[config.mk]
export PLATFORM = sky130hd
export DESIGN_NAME = controle_contagem_flat
export DESIGN_NICKNAME = d
export VERILOG_FILES = /design/src/rtl/controle_contagem_if.sv /design/src/rtl/controle_contagem.sv /design/src/flat_wrapper.sv
export SDC_FILE = /design/constraint.sdc
export NUM_CORES = 1
export LEC_CHECK = 0
export ABC_AREA = 1
export CAP_MARGIN = 20
export CORE_MARGIN = 1
export CORE_UTILIZATION = 45
export CTS_CLUSTER_SIZE = 16
export DETAILED_ROUTE_END_ITERATION = 6
export GPL_ROUTABILITY_DRIVEN = 0
export HOLD_SLACK_MARGIN = 0.15
export PLACE_DENSITY = 0.79
export RECOVER_POWER = 100
export SYNTH_ARGS = -nofsm -noshare
export SYNTH_HDL_FRONTEND = slang
export SYNTH_SLANG_ARGS = --single-unit
[constraint.sdc]
create_clock -name clk -period 1.83 [get_ports clk]
set_input_delay 0.4575 -clock clk [delete_from_list [all_inputs] [get_ports clk]]
set_output_delay 0.4575 -clock clk [all_outputs]
set_load 0.1 [all_outputs]
[src/rtl/controle_contagem_if.sv]
`default_nettype none
// ============================================================================
// Module   : controle_contagem_if
// Brief    : Control/status bundle between a down-counter supervisor and its user.
// Revision : 1.0
// ============================================================================
interface controle_contagem_if;
    logic       start;
    logic       stop;
    logic [3:0] count_in;
    logic       load;
    logic [3:0] preset;
    logic [1:0] phase;
    logic       busy;
    logic       done;
    logic       err;

    modport master (
        output start, stop, count_in,
        input  load, preset, phase, busy, done, err
    );

    modport slave (
        input  start, stop, count_in,
        output load, preset, phase, busy, done, err
    );
endinterface
`default_nettype wire

[src/rtl/controle_contagem.sv]
`default_nettype none
// ============================================================================
// Module   : controle_contagem
// Brief    : Sequences an external down-counter through three preset phases,
//            flagging illegal steps and stalls.
// Revision : 1.0
// ============================================================================
module controle_contagem #(
    parameter logic [3:0] P0      = 4'd3,
    parameter logic [3:0] P1      = 4'd2,
    parameter logic [3:0] P2      = 4'd1,
    parameter int         TIMEOUT = 15
) (
    input  wire logic          clk,
    input  wire logic          reset,
    controle_contagem_if.slave bus
);

    localparam int SW = (TIMEOUT < 2) ? 1 : $clog2(TIMEOUT + 1);

    typedef enum logic [1:0] {
        S_IDLE = 2'd0,
        S_LOAD = 2'd1,
        S_RUN  = 2'd2
    } state_t;

    state_t          state_q,  state_d;
    logic            load_q,   load_d;
    logic [3:0]      preset_q, preset_d;
    logic [1:0]      phase_q,  phase_d;
    logic            busy_q,   busy_d;
    logic            done_q,   done_d;
    logic            err_q,    err_d;
    logic [3:0]      prev_q,   prev_d;
    logic [SW-1:0]   stall_q,  stall_d;

    logic            same;
    logic            step_down;
    logic            legal;
    logic [SW-1:0]   stall_inc;

    // A decrement from 0 would be the 0->15 wrap, which is not a legal step.
    assign same      = (bus.count_in == prev_q);
    assign step_down = (prev_q != 4'd0) && (bus.count_in == (prev_q - 4'd1));
    assign legal     = same || step_down;
    assign stall_inc = stall_q + SW'(1);

    always_comb begin
        state_d  = state_q;
        load_d   = 1'b0;
        done_d   = 1'b0;
        busy_d   = busy_q;
        preset_d = preset_q;
        phase_d  = phase_q;
        err_d    = err_q;
        prev_d   = prev_q;
        stall_d  = stall_q;

        case (state_q)
            S_IDLE: begin
                busy_d = 1'b0;
                if (bus.start) begin
                    state_d  = S_LOAD;
                    phase_d  = 2'd0;
                    preset_d = P0;
                    err_d    = 1'b0;
                    load_d   = 1'b1;
                    busy_d   = 1'b1;
                    stall_d  = '0;
                end
            end

            S_LOAD: begin
                prev_d  = preset_q;
                stall_d = '0;
                if (bus.stop) begin
                    state_d = S_IDLE;
                    busy_d  = 1'b0;
                end else begin
                    state_d = S_RUN;
                end
            end

            S_RUN: begin
                prev_d  = bus.count_in;
                stall_d = same ? stall_inc : '0;
                if (bus.stop) begin
                    state_d = S_IDLE;
                    busy_d  = 1'b0;
                end else if (!legal) begin
                    state_d = S_IDLE;
                    busy_d  = 1'b0;
                    err_d   = 1'b1;
                end else if (same && (stall_inc == SW'(TIMEOUT))) begin
                    state_d = S_IDLE;
                    busy_d  = 1'b0;
                    err_d   = 1'b1;
                end else if (bus.count_in == 4'd0) begin
                    if (phase_q == 2'd2) begin
                        state_d = S_IDLE;
                        busy_d  = 1'b0;
                        done_d  = 1'b1;
                    end else begin
                        state_d  = S_LOAD;
                        load_d   = 1'b1;
                        phase_d  = phase_q + 2'd1;
                        preset_d = (phase_q == 2'd0) ? P1 : P2;
                    end
                end
            end

            default: begin
                state_d = S_IDLE;
                busy_d  = 1'b0;
            end
        endcase
    end

    always_ff @(posedge clk or negedge reset) begin
        if (!reset) begin
            state_q  <= S_IDLE;
            load_q   <= 1'b0;
            preset_q <= P0;
            phase_q  <= 2'd0;
            busy_q   <= 1'b0;
            done_q   <= 1'b0;
            err_q    <= 1'b0;
            prev_q   <= 4'd0;
            stall_q  <= '0;
        end else begin
            state_q  <= state_d;
            load_q   <= load_d;
            preset_q <= preset_d;
            phase_q  <= phase_d;
            busy_q   <= busy_d;
            done_q   <= done_d;
            err_q    <= err_d;
            prev_q   <= prev_d;
            stall_q  <= stall_d;
        end
    end

    assign bus.load   = load_q;
    assign bus.preset = preset_q;
    assign bus.phase  = phase_q;
    assign bus.busy   = busy_q;
    assign bus.done   = done_q;
    assign bus.err    = err_q;

endmodule
`default_nettype wire

[src/flat_wrapper.sv]
// flat-port wrapper written by rule: the top's interface ports become plain ports
module controle_contagem_flat 
#(
    parameter logic [3:0] P0      = 4'd3,
    parameter logic [3:0] P1      = 4'd2,
    parameter logic [3:0] P2      = 4'd1,
    parameter int         TIMEOUT = 15
)
  (clk, reset, bus_start, bus_stop, bus_count_in, bus_load, bus_preset, bus_phase, bus_busy, bus_done, bus_err);
  controle_contagem_if bus_i ();
  input  wire logic clk;
  input  wire logic reset;
  input wire logic [$bits(bus_i.start)-1:0] bus_start;
  input wire logic [$bits(bus_i.stop)-1:0] bus_stop;
  input wire logic [$bits(bus_i.count_in)-1:0] bus_count_in;
  output wire logic [$bits(bus_i.load)-1:0] bus_load;
  output wire logic [$bits(bus_i.preset)-1:0] bus_preset;
  output wire logic [$bits(bus_i.phase)-1:0] bus_phase;
  output wire logic [$bits(bus_i.busy)-1:0] bus_busy;
  output wire logic [$bits(bus_i.done)-1:0] bus_done;
  output wire logic [$bits(bus_i.err)-1:0] bus_err;
  assign bus_i.start = bus_start;
  assign bus_i.stop = bus_stop;
  assign bus_i.count_in = bus_count_in;
  assign bus_load = bus_i.load;
  assign bus_preset = bus_i.preset;
  assign bus_phase = bus_i.phase;
  assign bus_busy = bus_i.busy;
  assign bus_done = bus_i.done;
  assign bus_err = bus_i.err;
  controle_contagem #(.P0(P0), .P1(P1), .P2(P2), .TIMEOUT(TIMEOUT)) u_core (.clk(clk), .reset(reset), .bus(bus_i));
endmodule
After elaboration in Yosys (flattened, before gate mapping)
Index checks and enable logic that the tools add are counted.
- $add $sub $neg: 3
- mux-type cells: 52
- reduce and logical (&&, ||, !) cells: 15
- equality and inequality tests: 16
- operator list (cell ; number):
    2-to-1 mux 4 bit ; 8
    2-to-1 mux 2 bit ; 13
    2-to-1 mux 1 bit ; 23
    case mux 4 bit (2 select lines) ; 2
    case mux 4 bit (3 select lines) ; 1
    != test 2 bit (second input constant) ; 5
    != test 5 bit (second input constant) ; 2
    == test 4 bit ; 2
    AND reduction 7 bit ; 1
    case mux 2 bit (3 select lines) ; 1
    adder 4 x 1 -> 4 bit (second input constant) ; 1
    == test 2 bit (second input constant) ; 2
    == test 4 bit (second input constant) ; 1
    logical NOT 2 bit ; 2
    logical NOT 4 bit ; 1
    != test 2 x 1 -> 1 bit (second input constant) ; 2
    case mux 1 bit (2 select lines) ; 2
    case mux 2 bit (2 select lines) ; 1
    AND reduction 2 bit ; 2
    AND reduction 4 bit ; 1
    nonzero test 2 bit ; 2
    nonzero test 4 bit ; 1
    subtractor 4 x 1 -> 4 bit (second input constant) ; 1
    != test 3 bit (second input constant) ; 1
    7 further kinds ; 8
- bits in registers: 20
- input port bits: 8

Depth between registers and ports, before layout
Gate-level depths: netlist of run 1.
- depth in word-level cells: 8
- mapped depth: 13
- mapped depth without buffers: 13

Worst setup path before layout of run 1
OpenSTA, ideal clock, no wires.
- path type: flip-flop to flip-flop
- from: register u_core.phase_q[0] (netlist: u_core.bus.phase[0])
- to: register u_core.phase_q[1] (netlist: u_core.bus.phase[1])
- clock period less this slack: 2012 ps
- data arrival time: 1889 ps
- path buffers: 0
- required time: 1708 ps
- stages on the path, launching flop included: 11
- path slack: -182 ps
- cell sequence: dfrtp_1 -> inv_1 -> ha_1 -> inv_1 -> nand2_1 -> nor2_1 -> nand2_2 -> nand2_4 -> nand2_4 -> nand2_1 -> nand2_1
- word-level cells in the longest chain between the ends: 7
- elaborated cells on any way between the ends: 10
- classes of those cells: add/sub: 1; eq/ne: 2; mux: 6; reduce/logical: 1
- RTL lines (element ; line ; RTL):
    start: declaration ; controle_contagem.sv:30 ; logic [1:0] phase_q, phase_d;
    start signal: assignment ; controle_contagem.sv:134 ; phase_q <= phase_d;
    adder 2 x 1 -> 2 bit ; controle_contagem.sv:106 ; phase_d = phase_q + 2'd1;
    2-to-1 mux 2 bit ; controle_contagem.sv:99 ; if (phase_q == 2'd2) begin
    2-to-1 mux 2 bit ; controle_contagem.sv:98 ; end else if (bus.count_in == 4'd0) begin
    2-to-1 mux 2 bit ; controle_contagem.sv:94 ; end else if (same && (stall_inc == SW'(TIMEOUT))) begin
    2-to-1 mux 2 bit ; controle_contagem.sv:90 ; end else if (!legal) begin
    2-to-1 mux 2 bit ; controle_contagem.sv:87 ; if (bus.stop) begin
    case mux 2 bit (2 select lines) ; controle_contagem.sv:59 ; case (state_q)
Parallel ways exist; a longest one is shown, timed or not. The select of a mux whose other input is x is not followed.
A chain may end at the register's enable or synchronous reset.

Worst setup path in the final report of run 1
- from: register u_core.prev_q[0]
- to: register u_core.phase_q[0] (netlist: u_core.bus.phase[0])
- word-level cells in the longest chain between the ends: 6
- elaborated cells on any way between the ends: 10
- classes of those cells: add/sub: 1; eq/ne: 4; reduce/logical: 5
- RTL lines (element ; line ; RTL):
    start: declaration ; controle_contagem.sv:34 ; logic [3:0] prev_q, prev_d;
    start signal: assignment ; controle_contagem.sv:138 ; prev_q <= prev_d;
    subtractor 4 x 1 -> 4 bit ; controle_contagem.sv:44 ; assign step_down = (prev_q != 4'd0) && (bus.count_in == (prev_q - 4'd1));
    == test 4 bit ; controle_contagem.sv:44 ;
    logical AND 1 bit ; controle_contagem.sv:44 ;
    logical OR 1 bit ; controle_contagem.sv:45 ; assign legal = same || step_down;
    != test 2 x 1 -> 1 bit (no line) ; n/a ;
    AND reduction 7 bit (no line) * ; n/a ;
Mark *: on every way between the ends. The rest lies on a longest branch, timed or not.

==> results of run 1 <==
[critical path, cell delays in order, from the launching register on]
cell and delay, ps:
dfrtp_1 390, inv_2 70, ha_1 310, xnor2_1 130, nor2_1 110, nand3_1 120, nand2_2 140, nand2_2 80
nand2_4 90, nand2_4 60, nand2_1 50, nand2_1 40
[power by group through the flow]
| stage | registers, uW | logic, uW | clock network [uW] |
|---|---|---|---|
| final | 647 | 1630 | 239 |
| after CTS | 688 | 1750 | 258 |
| after floorplan | 1120 | 765 | 0 |
| after global routing | 660 | 1790 | 270 |
| after global placement | 693 | 1720 | 0 |
| after detailed placement | 694 | 1740 | 0 |
[sequential cells by signal (all words and copies together), names as in the netlist]
signal / cells
u_core.prev_q: 4
u_core.stall_q: 4
u_core.bus.phase: 2
u_core.bus.preset: 2
u_core.state_q: 2
u_core.bus.busy: 1
u_core.bus.done: 1
u_core.bus.err: 1
u_core.bus.load: 1
[cell usage in the layout, fill, tap and decap left out, drive strengths merged, types with 6 or more instances in the layout]
cell,count
o22ai,6
nor2,19
inv,27
clkbuf,12
ha,9
buf,11
nand2,73
dfrtp,16
o21ai,6
nand3,13
[cell families after synthesis]
logic type                 count (synthesis)  share of synthesized area, %
DFF                                       18                         35.42
xor gates and xnor gates                   1                        0.6851
and+or+nand+nor                          111                         37.38
AOI/OAI and AO/OA                         17                         7.436
adders and majority gates                  9                         8.806
other                                      1                        0.2933
buffers and inverters                     30                         9.979
[per-stage QoR]
step / setup TNS [ps] / std cells / worst slack (ps) / hold slack (ps)
after floorplan: 0 / 188 / 28.95 / 161.9
after global routing: 0 / 245 / 0.2416 / 511.6
after CTS: 0 / 242 / 115.0 / 482.6
after global placement: -1356 / 238 / -208.3 / 479.2
final: 0 / 245 / 156.7 / 474.8
after detailed placement: -1567 / 238 / -208.3 / 481.0
[worst paths after layout]
check                                       end
max                         u_core.bus.phase[0]
min                        u_core.bus.preset[0]
max reg2reg                 u_core.bus.phase[0]
min reg2reg                u_core.bus.preset[0]
max in group asynchronous      u_core.prev_q[1]
min in group asynchronous     u_core.state_q[1]
[final cells by class]
| type | instances | area, sq um | area share [%] |
|---|---|---|---|
| Clock buffer | 4 | 36.28 | 2.346 |
| Sequential cell | 18 | 452.9 | 29.29 |
| Inverter | 27 | 101.3 | 6.553 |
| Timing Repair Buffer | 26 | 214.0 | 13.83 |
| Tap cell | 30 | 37.54 | 2.427 |
| Multi-Input combinational cell | 140 | 704.4 | 45.55 |
[per-layer routing]
| metal | GRT usage, % | up-vias |
|---|---|---|
| met5 | 0 | - |
| met4 | 4.286 | 0 |
| li1 | - | 639 |
| met1 | 25.74 | 547 |
| met2 | 29.43 | 30 |
| met3 | 2.810 | 2 |
[what timing repair did]
action                                 CTS  global route
hold buffers                             0             0
setup buffers                            0             3
gates resized for setup                  0             5
setup endpoints to repair                0             8
endpoints found under the hold margin    0             0
==> run metrics, run 1 <==
first-pass GRT wire length=4.547 mm; WHS Path Cells=2; Rows=18; Critical Path Source=u_core.prev_q[0]; Starting Density=49.37%; status=finished, final reports clean; largest net degree at the start of global routing=19; Finished Cell Area=1546 sq um; Flop pwr share=25.7%; root buf cell=clkbuf_4; reg2reg start=u_core.prev_q[0]; CTS buffer count=3; post-DR vias/cell=4.971; WL met1=1.275 mm; CP Capture Type=register; Starting DRT DRC Count=45; Leak=~0.00083 uW; Clock Sinks=18; synth cell count leaders=nand2_1, inv_1, nor2_1, dfrtp_1, nand3_1; skew final=7.734 ps; Synth area leaders=dfrtp_1, nand2_1, ha_1; Fillers=233; Yosys top cell area share=31.31%; Synth area leader=dfrtp_1; f_max=597.6 MHz; Register-to-Register Path Depth=11; min-delay worst type=register to register; ys flop type=dfrtp_1; sequential share of the synthesized area=a little over a third; Worst-path clk slew=90 ps; top sig layer=met4; Power Dens Cells=1625 nW/um^2; Post-Syn Instances=187; Sw Pwr=between 1000 and 1500 uW; hold path startpoint=u_core.bus.preset[0]; die height=55.31 microns; Yosys Warn Count=0; die area=3059 sq um; WL per Instance=approximately 11 microns; post-synthesis cell area=around 1300 sq um; fin util=59.71%; final WL=2.597 mm; gr ovfl total=0; synth unique cells=24; internal power=1156 uW; PortBufs=15; DRT Pass-1 Iters=5; Ant. Diodes=0; CP max FO=6; IO Count=18; number of H-tree levels=1; Post-DP HPWL=1.962 mm; Async S/R FF share, synth=100.0%; Worst Tran Pin Value=1001 ps; nets@finish=233; RSZ-0062 raised after global routing=no; Post-Place Cell Area=between 1500 and 2000 sq um; Hold Fails Final Rpt=0; final setup violation count=0; number of global-route vias before repair=1,085; total number of vias=1,218; Seq cells post-synth=18; crit path kind=register to register; die width=55.31 microns; syn_area_per_cell=6.838 sq um; EDFF count, synth=0; # DRC=0; Max VDD drop=1.316 mV; logic gate share of total power=64.7%; wire length on met3=roughly 120 microns; period utilization=91.44%; CTS Buffer Depth=2; Final Power=2513 uW; critical path data arrival time=1860 ps; Slew headroom=between 30% and 40%; total track usage=18.25%; clock network power share=about a tenth; initial antenna violation count=0; worst path required time=roughly 2000 ps; Worst-Skew Late Latency=290 ps; Core Area=2590 sq um; flop-to-flop setup slack=between 150 and 200 ps; area grow syn2layout=20.94%; total of max-cap violations=0; Antenna Nets Post-Route=0; fraction of final layout cells sized beyond drive strength 1=18.60%; switch share=53.98%; Startpoint Class=register; met2 wire len=roughly 1.2 mm; crit path time final=1673 ps; CTS tree=done; fin. max-slew vios=0; cell with the most instances after synthesis=nand2_1
No activity file was read; power rests on OpenSTA's default activity.
==> run 2: changes to the inputs <==
--- a/config.mk
+++ b/config.mk
@@ -11,7 +11,6 @@
 export CORE_UTILIZATION = 45
 export CTS_CLUSTER_SIZE = 16
 export DETAILED_ROUTE_END_ITERATION = 6
-export GPL_ROUTABILITY_DRIVEN = 0
 export HOLD_SLACK_MARGIN = 0.15
 export PLACE_DENSITY = 0.79
 export RECOVER_POWER = 100
==> results of run 2 <==
The final DEF is identical to that of run 1; final timing and power are the same.
==> run 3: changes to the inputs <==
--- a/config.mk
+++ b/config.mk
@@ -6,13 +6,12 @@
 export NUM_CORES = 1
 export LEC_CHECK = 0
 export ABC_AREA = 1
-export CAP_MARGIN = 20
 export CORE_MARGIN = 1
 export CORE_UTILIZATION = 45
 export CTS_CLUSTER_SIZE = 16
 export DETAILED_ROUTE_END_ITERATION = 6
 export HOLD_SLACK_MARGIN = 0.15
-export PLACE_DENSITY = 0.79
+export PLACE_DENSITY = 0.81
 export RECOVER_POWER = 100
 export SYNTH_ARGS = -nofsm -noshare
 export SYNTH_HDL_FRONTEND = slang
==> constraint.sdc (replaced) <==
create_clock -name clk -period 1.4 [get_ports clk]
set_input_delay 0.35 -clock clk [delete_from_list [all_inputs] [get_ports clk]]
set_output_delay 0.35 -clock clk [all_outputs]
set_load 0.1 [all_outputs]
==> run 3 against run 2 <==
The flow now finishes with violations (negative setup slack); final area grew 28%; critical path depth is 2 higher; core utilization rose by 17 points; critical path type unchanged.
==> run metrics, run 3 (synthesis gave the netlist of run 1 again) <==
initial antenna violation count=0 (unchanged); largest net degree at the start of global routing=19 (unchanged); CTS Buffer Depth=2 (unchanged); Starting DRT DRC Count=48 (was 45); Final Power=4129 uW (was 2513 uW); fin. max-slew vios=0 (unchanged); Rows=18 (unchanged); CP Capture Type=register (unchanged); nets@finish=266 (was 233); total number of vias=1,412 (was 1,218); PortBufs=15 (unchanged); total track usage=21.09% (was 18.25%); Finished Cell Area=1984 sq um (was 1546 sq um); CTS buffer count=3 (unchanged); CP max FO=5 (was 6); final worst setup slack=-340.7 ps (was 156.7 ps); Worst-Skew Late Latency=290 ps (about the same); Clock Sinks=18 (unchanged); Starting Density=49.37% (unchanged); Post-DP HPWL=2.343 mm (was 1.962 mm); Flop pwr share=21.1% (was 25.7%); period utilization=124.3% (was 91.44%); failing checks=negative setup slack; worst path required time=1580 ps (was 2020 ps); die area=3059 sq um (unchanged); Max VDD drop=2.121 mV (was 1.316 mV); final setup violation count=16 (was 0); Slowest cell on crit path=dfrtp_1 (unchanged); Largest regs=u_core.prev_q: 4 flops, u_core.stall_q: 4 flops (unchanged); first-pass GRT wire length=5.306 mm (was 4.547 mm); Worst-path clk slew=100 ps (was 90 ps); crit path kind=register to register (unchanged); GP Congestion=0.9225 (was 0.8311); DRT Pass-1 Iters=4 (was 5); critical path cell sequence=inv_2, buf_6, nand2_1, nand2_1, nand2_1, nor2_2, nand2_2, nand2_2, nor2_1, nand2_1, nand3_1, nand2_1, nand2_1 (was inv_2, ha_1, xnor2_1, nor2_1, nand3_1, nand2_2, nand2_2, nand2_4, nand2_4, nand2_1, nand2_1); Leak=0.001021 uW (was 0.0008349 uW); Hold Fails Final Rpt=0 (unchanged); RSZ-0062 raised after global routing=yes (was no); Startpoint Class=register (unchanged); status=complete, but fails checks (was finished, final reports clean); gr ovfl total=0 (unchanged); die height=55.31 microns (unchanged); WL per Instance=13.29 microns (was 10.60 microns); critical path data arrival time=1920 ps (was 1860 ps); logic gate share of total power=72.5% (was 64.7%); most frequent cells in the layout=nand2_1, buf_4, inv_1, dfrtp_1, nor2_1 (was nand2_1, inv_1, nor2_1, dfrtp_1, nand3_1); commonest non-fill, non-tap cell in the layout=nand2_1 (unchanged); clock network power share=6.4% (was 9.5%); # DRC=0 (unchanged); number of H-tree levels=1 (unchanged); final WL=3.696 mm (was 2.597 mm); Post-Place Cell Area=1790 sq um (was 1585 sq um); Worst path top cell family by delay=simple AND/OR/NAND/NOR gates (unchanged); f_max=574.5 MHz (was 597.6 MHz); skew final=1.545 ps (was 7.734 ps); count of hold-fix buffers inserted at cts=0 (unchanged); min-delay worst type=primary input to asynchronous set/reset pin (was register to register); CTS tree=done (unchanged); root buf cell=clkbuf_4 (unchanged); Buf/Inv on CP=2 (was 1); critical path's most frequent cell=nand2_1; Sw Pwr=2083 uW (was 1357 uW); post-DR vias/cell=5.079 (was 4.971); total of max-cap violations=0 (unchanged); number of global-route vias before repair=1,268 (was 1,085); fraction of final layout cells sized beyond drive strength 1=41.13% (was 18.60%); CP max stage delay=420 ps (was 390 ps); fin util=76.62% (was 59.71%); switch share=50.45% (was 53.98%); Ant. Diodes=0 (unchanged); crit path time final=1741 ps (was 1673 ps); IO Count=18 (unchanged); Antenna Nets Post-Route=0 (unchanged); Power Dens Cells=2081 nW/um^2 (was 1625 nW/um^2); area grow syn2layout=55.19% (was 20.94%); internal power=2046 uW (was 1156 uW); die width=55.31 microns (unchanged); Core Area=2590 sq um (unchanged)
==> run 3: changes by cell type in the layout (fill, tap and decap cells not counted), moves of 4 or more <==
cell and delta:
nand2_2 +7, buf_6 +4, buf_12 +5, nand2_1 -8
nor2_1 -4, buf_4 +30
==> run 3: through the flow <==
stage	TNS [ps]	hold WS (ps)	std cells	setup slack, ps
floorplan	-482.5	54.41	188	-109.4
finish	-2303	518.9	278	-340.7
global route	-3934	540.2	278	-462.1
global placement	-5889	478.5	262	-531.0
CTS	-1927	374.8	270	-221.8
detailed placement	-6298	485.0	262	-565.4
==> run 3: final timing paths <==
kind	slack [ps]	startpoint	cells past startpoint	to
setup reg to reg	-340	u_core.prev_q[1]	13	u_core.bus.busy
hold / removal	520	reset	2	u_core.stall_q[1]
setup / recovery	-340	u_core.prev_q[1]	13	u_core.bus.busy
min in group clk	520	u_core.bus.preset[0]	2	u_core.bus.preset[0]
max in group asynchronous	530	reset	2	u_core.bus.phase[0]
hold reg to reg	520	u_core.bus.preset[0]	2	u_core.bus.preset[0]
==> run 3: power groups by stage <==
stage / logic (uW) / clock network (uW) / registers [uW]
global placement: 2610 / 0 / 874
finish: 2990 / 264 / 871
detailed placement: 2660 / 0 / 881
floorplan: 1040 / 0 / 1470
global route: 3190 / 299 / 889
CTS: 2770 / 274 / 870
==> run 3: per-layer routing <==
metal | vias up | GRT usage (%) | share of wire, %
met5 | - | 0 | 0
met4 | 0 | 3.571 | 2.4
met3 | 14 | 4.215 | 4.4
met2 | 41 | 37.35 | 50
met1 | 648 | 26.83 | 43
li1 | 709 | - | -
==> run 3: layout make-up <==
| cell class | instances | area, sq um |
|---|---|---|
| clock buffer | 4 | 26.28 |
| fill | 168 | 605.6 |
| inverter | 27 | 101.3 |
| multi-input combinational | 140 | 812.0 |
| sequential | 18 | 460.4 |
| tap | 30 | 37.54 |
| timing repair buffer | 59 | 546.8 |
==> run 3: what timing repair did <==
action	CTS	global route
cloned	0	0
buffers inserted	4	8
hold endpoints to repair	0	0
pin swaps	5	9
gates resized for setup	7	30
setup endpoints to repair	16	18
==> edit 1, RTL diff (settings of run 2) <==
The 3 states of `state_t` get a one-hot encoding in 3 bits.
--- a/src/rtl/controle_contagem.sv
+++ b/src/rtl/controle_contagem.sv
@@ -18,10 +18,10 @@
 
     localparam int SW = (TIMEOUT < 2) ? 1 : $clog2(TIMEOUT + 1);
 
-    typedef enum logic [1:0] {
-        S_IDLE = 2'd0,
-        S_LOAD = 2'd1,
-        S_RUN  = 2'd2
+    typedef enum logic [2:0] {
+        S_IDLE = 3'b001,
+        S_LOAD = 3'b010,
+        S_RUN  = 3'b100
     } state_t;
 
     state_t          state_q,  state_d;
Function: no difference found for any inputs over 10 cycles, from zero or initial values and one cycle with reset low; not proved beyond that.
==> edit 1 against run 2 <==
- die area fell by 7.5%
- via count fell by 20%
- routed wire length fell by 11%
- setup slack got worse by 0.050 ns
- count of clock-buffer cells in the layout fell by 1
- critical path depth rose by 1
- clock power fell by 8.8%
- synthesized area fell by 7.7%
- design area fell by 10%
- synthesized cell count fell by 23%
- sequential cell count rose by 1
- total power fell by 31%
- clock skew barely moved
- largest power group unchanged
==> edit 1: results <==
group,metric,value,unit
run_status,outcome,"finished, final reports clean",
timing,whs,0.515,ns
min_path,min_to,"u_core.bus.busy",
cells_and_area,layout.nets,179,
logic_synthesis,synth.distinct_cells,31,
logic_synthesis,synth.area.top_cells,"dfrtp_1 (34%), nand2_1 (10%), dfstp_2 (6.7%)",
placed_design,dpl.hpwl,1780,um
min_path,hold_path_depth,2,
global_routing,grt_pass1_wl,3990,um
cells_and_area,drive_above_1_share,23.6,%
min_path,hp-start,"u_core.bus.busy",
cells_and_area,nFillCells,242,
placed_design,place_area,1460,um2
logic_synthesis,yosysSeqAreaShare,40.6,%
cells_and_area,fin_area,1390,um2
worst_setup_path,r2r_cells,10,
power,power_leakage,0.000690,uW
routing,route.met2.wl,1130,um
timing,fin_skew,0.00809,ns
logic_synthesis,synth_commonest_cells,"nand2_1 (33), dfrtp_1 (16), nor2_1 (14)",
clock_network,clockBufferDepth,2,
routing,num_vias,978,
worst_setup_path,critPathLaunch,"bus_count_in[3]",
routing,wire_per_inst,11.8,um
global_routing,grtUsageMet1,24.0,%
power,ir_worst_vdd,1070,uV
placed_design,place_congestion,0.834,
power,p_sw_share,48.9,%
clock_network,worstSkewPairLatency,0.30,ns
cells_and_area,reg_top3,"u_core.prev_q x4, u_core.stall_q x4, u_core.state_q x3",
global_routing,met2_usage,33.5,%
routing,routed-wl-met3,73,um
worst_setup_path,worst_r2r_startpoint,"u_core.prev_q[0]",
clock_network,ctsResizeCount,0,
routing,highest_layer,"met4",
global_routing,grt_max_degree,20,
clock_network,clkTransAtPathRegs,0.12,ns
worst_setup_path,reg2reg_slack,0.17,ns
timing,worst_pin_slew,1.08,ns
global_routing,grtUsageTotal,20.0,%
global_routing,grtUsageMet3,3.74,%
routing,drt_iter0_markers,13,
global_routing,grt_pass1_vias,951,
## edit 1: cell count changes after synthesis, sizes merged, moves of 3 or more
cell,delta
nand3,+3
inv,-8
ha,-4
nand2,-35
## edit 1: area by class of cell
class | instances | area share [%]
multi-input cells | 104 | 43.6
flip-flops and latches | 19 | 34.6
repair buffers | 19 | 12.0
inverters | 19 | 5.14
well taps | 30 | 2.70
clock buffers | 3 | 1.62
clock inverters | 1 | 0.360
## edit 1: power groups by stage
stage                     clock, uW  sequential (uW)  combinational, uW
final                           218              598                915
after global routing            237              606                994
after CTS                       226              617                988
after detailed placement          0              623                986
after global placement            0              620                963
after floorplan                   0              878                430
## edit 1: worst max path at each step
stage	to	slack (ns)
CTS	u_core.bus.phase[0]	0.14
global placement	u_core.bus.phase[0]	-0.14
detailed placement	u_core.bus.phase[0]	-0.18
floorplan	u_core.bus.phase[1]	0.12
finish	u_core.bus.phase[0]	0.11
global route	u_core.bus.phase[1]	0.02
## edit 1: worst max-delay path, cell delays in order
cell	delay [ns]
clkdlybuf4s50_1	0.52
inv_2	0.06
nand2_1	0.06
nand2_1	0.07
nor2_1	0.10
nand2_1	0.13
nor2_4	0.17
nor2_4	0.05
nand3_4	0.10
nand2_4	0.08
nand3_1	0.07
nand2_1	0.06
## edit 1: through the flow
step	total power [uW]	cells	setup WS (ns)
floorplan	1310	145	0.117
global placement	1580	191	-0.142
detailed placement	1610	191	-0.182
CTS	1830	195	0.139
global route	1840	195	0.0157
finish	1730	195	0.107
## edit 1: cells by family after synthesis
kind of cell,count (synthesis),synth area share [%]
adders and majority gates,5,5.30
and+or+nand+nor,79,35.2
other,1,0.318
AOI/OAI and AO/OA,15,7.74
xor gates and xnor gates,3,2.86
DFF,19,40.6
buffers and inverters,22,7.95
==> edit 2, RTL diff (settings of run 2) <==
Made on the original files. `TIMEOUT` is set to 15 in 2 places; all go to 16.
--- a/src/rtl/controle_contagem.sv
+++ b/src/rtl/controle_contagem.sv
@@ -9,7 +9,7 @@
     parameter logic [3:0] P0      = 4'd3,
     parameter logic [3:0] P1      = 4'd2,
     parameter logic [3:0] P2      = 4'd1,
-    parameter int         TIMEOUT = 15
+    parameter int         TIMEOUT = 16
 ) (
     input  wire logic          clk,
     input  wire logic          reset,
--- a/src/flat_wrapper.sv
+++ b/src/flat_wrapper.sv
@@ -4,7 +4,7 @@
     parameter logic [3:0] P0      = 4'd3,
     parameter logic [3:0] P1      = 4'd2,
     parameter logic [3:0] P2      = 4'd1,
-    parameter int         TIMEOUT = 15
+    parameter int         TIMEOUT = 16
 )
   (clk, reset, bus_start, bus_stop, bus_count_in, bus_load, bus_preset, bus_phase, bus_busy, bus_done, bus_err);
   controle_contagem_if bus_i ();
Check against the original RTL: same outputs for any inputs over 10 cycles, from zero or initial values and one cycle with reset low; that may be too few to reach the edited logic, so the function may still have changed.
==> edit 2 against run 2 <==
- final cell count is 4.5% lower
- setup slack got worse by 0.030 ns
- total power is 4.2% higher
- routed wire length grew 5.9%
- global-route usage up 1.3 points
- combinational power is 5% higher
- design area rose by 5.3%
- largest cell class unchanged
- sequential cell count is 1 higher
- synthesized area grew 1.8%
- via count is 2.8% lower
==> edit 2: results <==
group,metric,value,unit
logic_synthesis,avgSynthCellArea,7.57,um2
logic_synthesis,synth_commonest_cells,"nand2_1 (49), inv_1 (24), dfrtp_1 (17)",
cells_and_area,nNonClkBuffers,29,
cells_and_area,reg_top3,"u_core.stall_q x5, u_core.prev_q x4",
routing,routed-wl-met3,93,um
timing,whs,0.522,ns
worst_setup_path,crit_slowest_cell,"clkdlybuf4s50_1",
floorplanning,design.core.area,2760,um2
worst_setup_path,cpPeakStageDelay,0.50,ns
timing,fin_skew,0.0117,ns
worst_setup_path,cp_max_fo,4,
placed_design,place_congestion,0.864,
cells_and_area,inv_count,28,
logic_synthesis,synth.area.top_cells,"dfrtp_1 (33%), nand2_1 (14%), ha_1 (8.7%)",
placed_design,dpl.hpwl,2140,um
worst_setup_path,critPathArrivalTime,1.91,ns
global_routing,grt_max_degree,20,
routing,route.met2.wl,1310,um
placed_design,place_ws,-0.197,ns
cells_and_area,drive_above_1_share,24.1,%
worst_setup_path,critPathLaunch,"bus_count_in[3]",
power,internal-power,1230,uW
global_routing,grt_pass1_vias,1079,
cells_and_area,regArea,482,um2
logic_synthesis,yosysSeqAreaShare,36.7,%
run_status,outcome,"finished, final reports clean",
logic_synthesis,synth-seq-cells,19,
cells_and_area,clock_area_share,1.61,%
## edit 2: per-layer routing
layer	global-route usage, %	up-vias
met3	2.09	7
met4	9.64	0
met5	0	-
li1	-	613
met2	29.6	25
met1	27.7	539
## edit 2: how the worst max path moves through the flow
stage / endpoint / slack, ns
after floorplan: u_core.bus.phase[1] / 0.06
after global placement: u_core.state_q[1] / -0.18
after detailed placement: u_core.state_q[1] / -0.20
after CTS: u_core.bus.phase[0] / 0.11
after global routing: u_core.bus.busy / -0.008
final: u_core.state_q[1] / 0.13
## edit 2: kinds of logic (layout without fill, tap and decap cells)
| family | count (synthesis) | after routing | share of synthesized area, % |
|---|---|---|---|
| compound gates | 22 | 22 | 9.71 |
| xor+xnor | 1 | 1 | 0.673 |
| fa+ha+maj | 9 | 9 | 8.65 |
| mux | 1 | 1 | 0.769 |
| flops | 19 | 19 | 36.7 |
| buf+inv | 31 | 61 | 9.61 |
| simple gates | 88 | 88 | 33.6 |
| other cells | 1 | 2 | 0.288 |
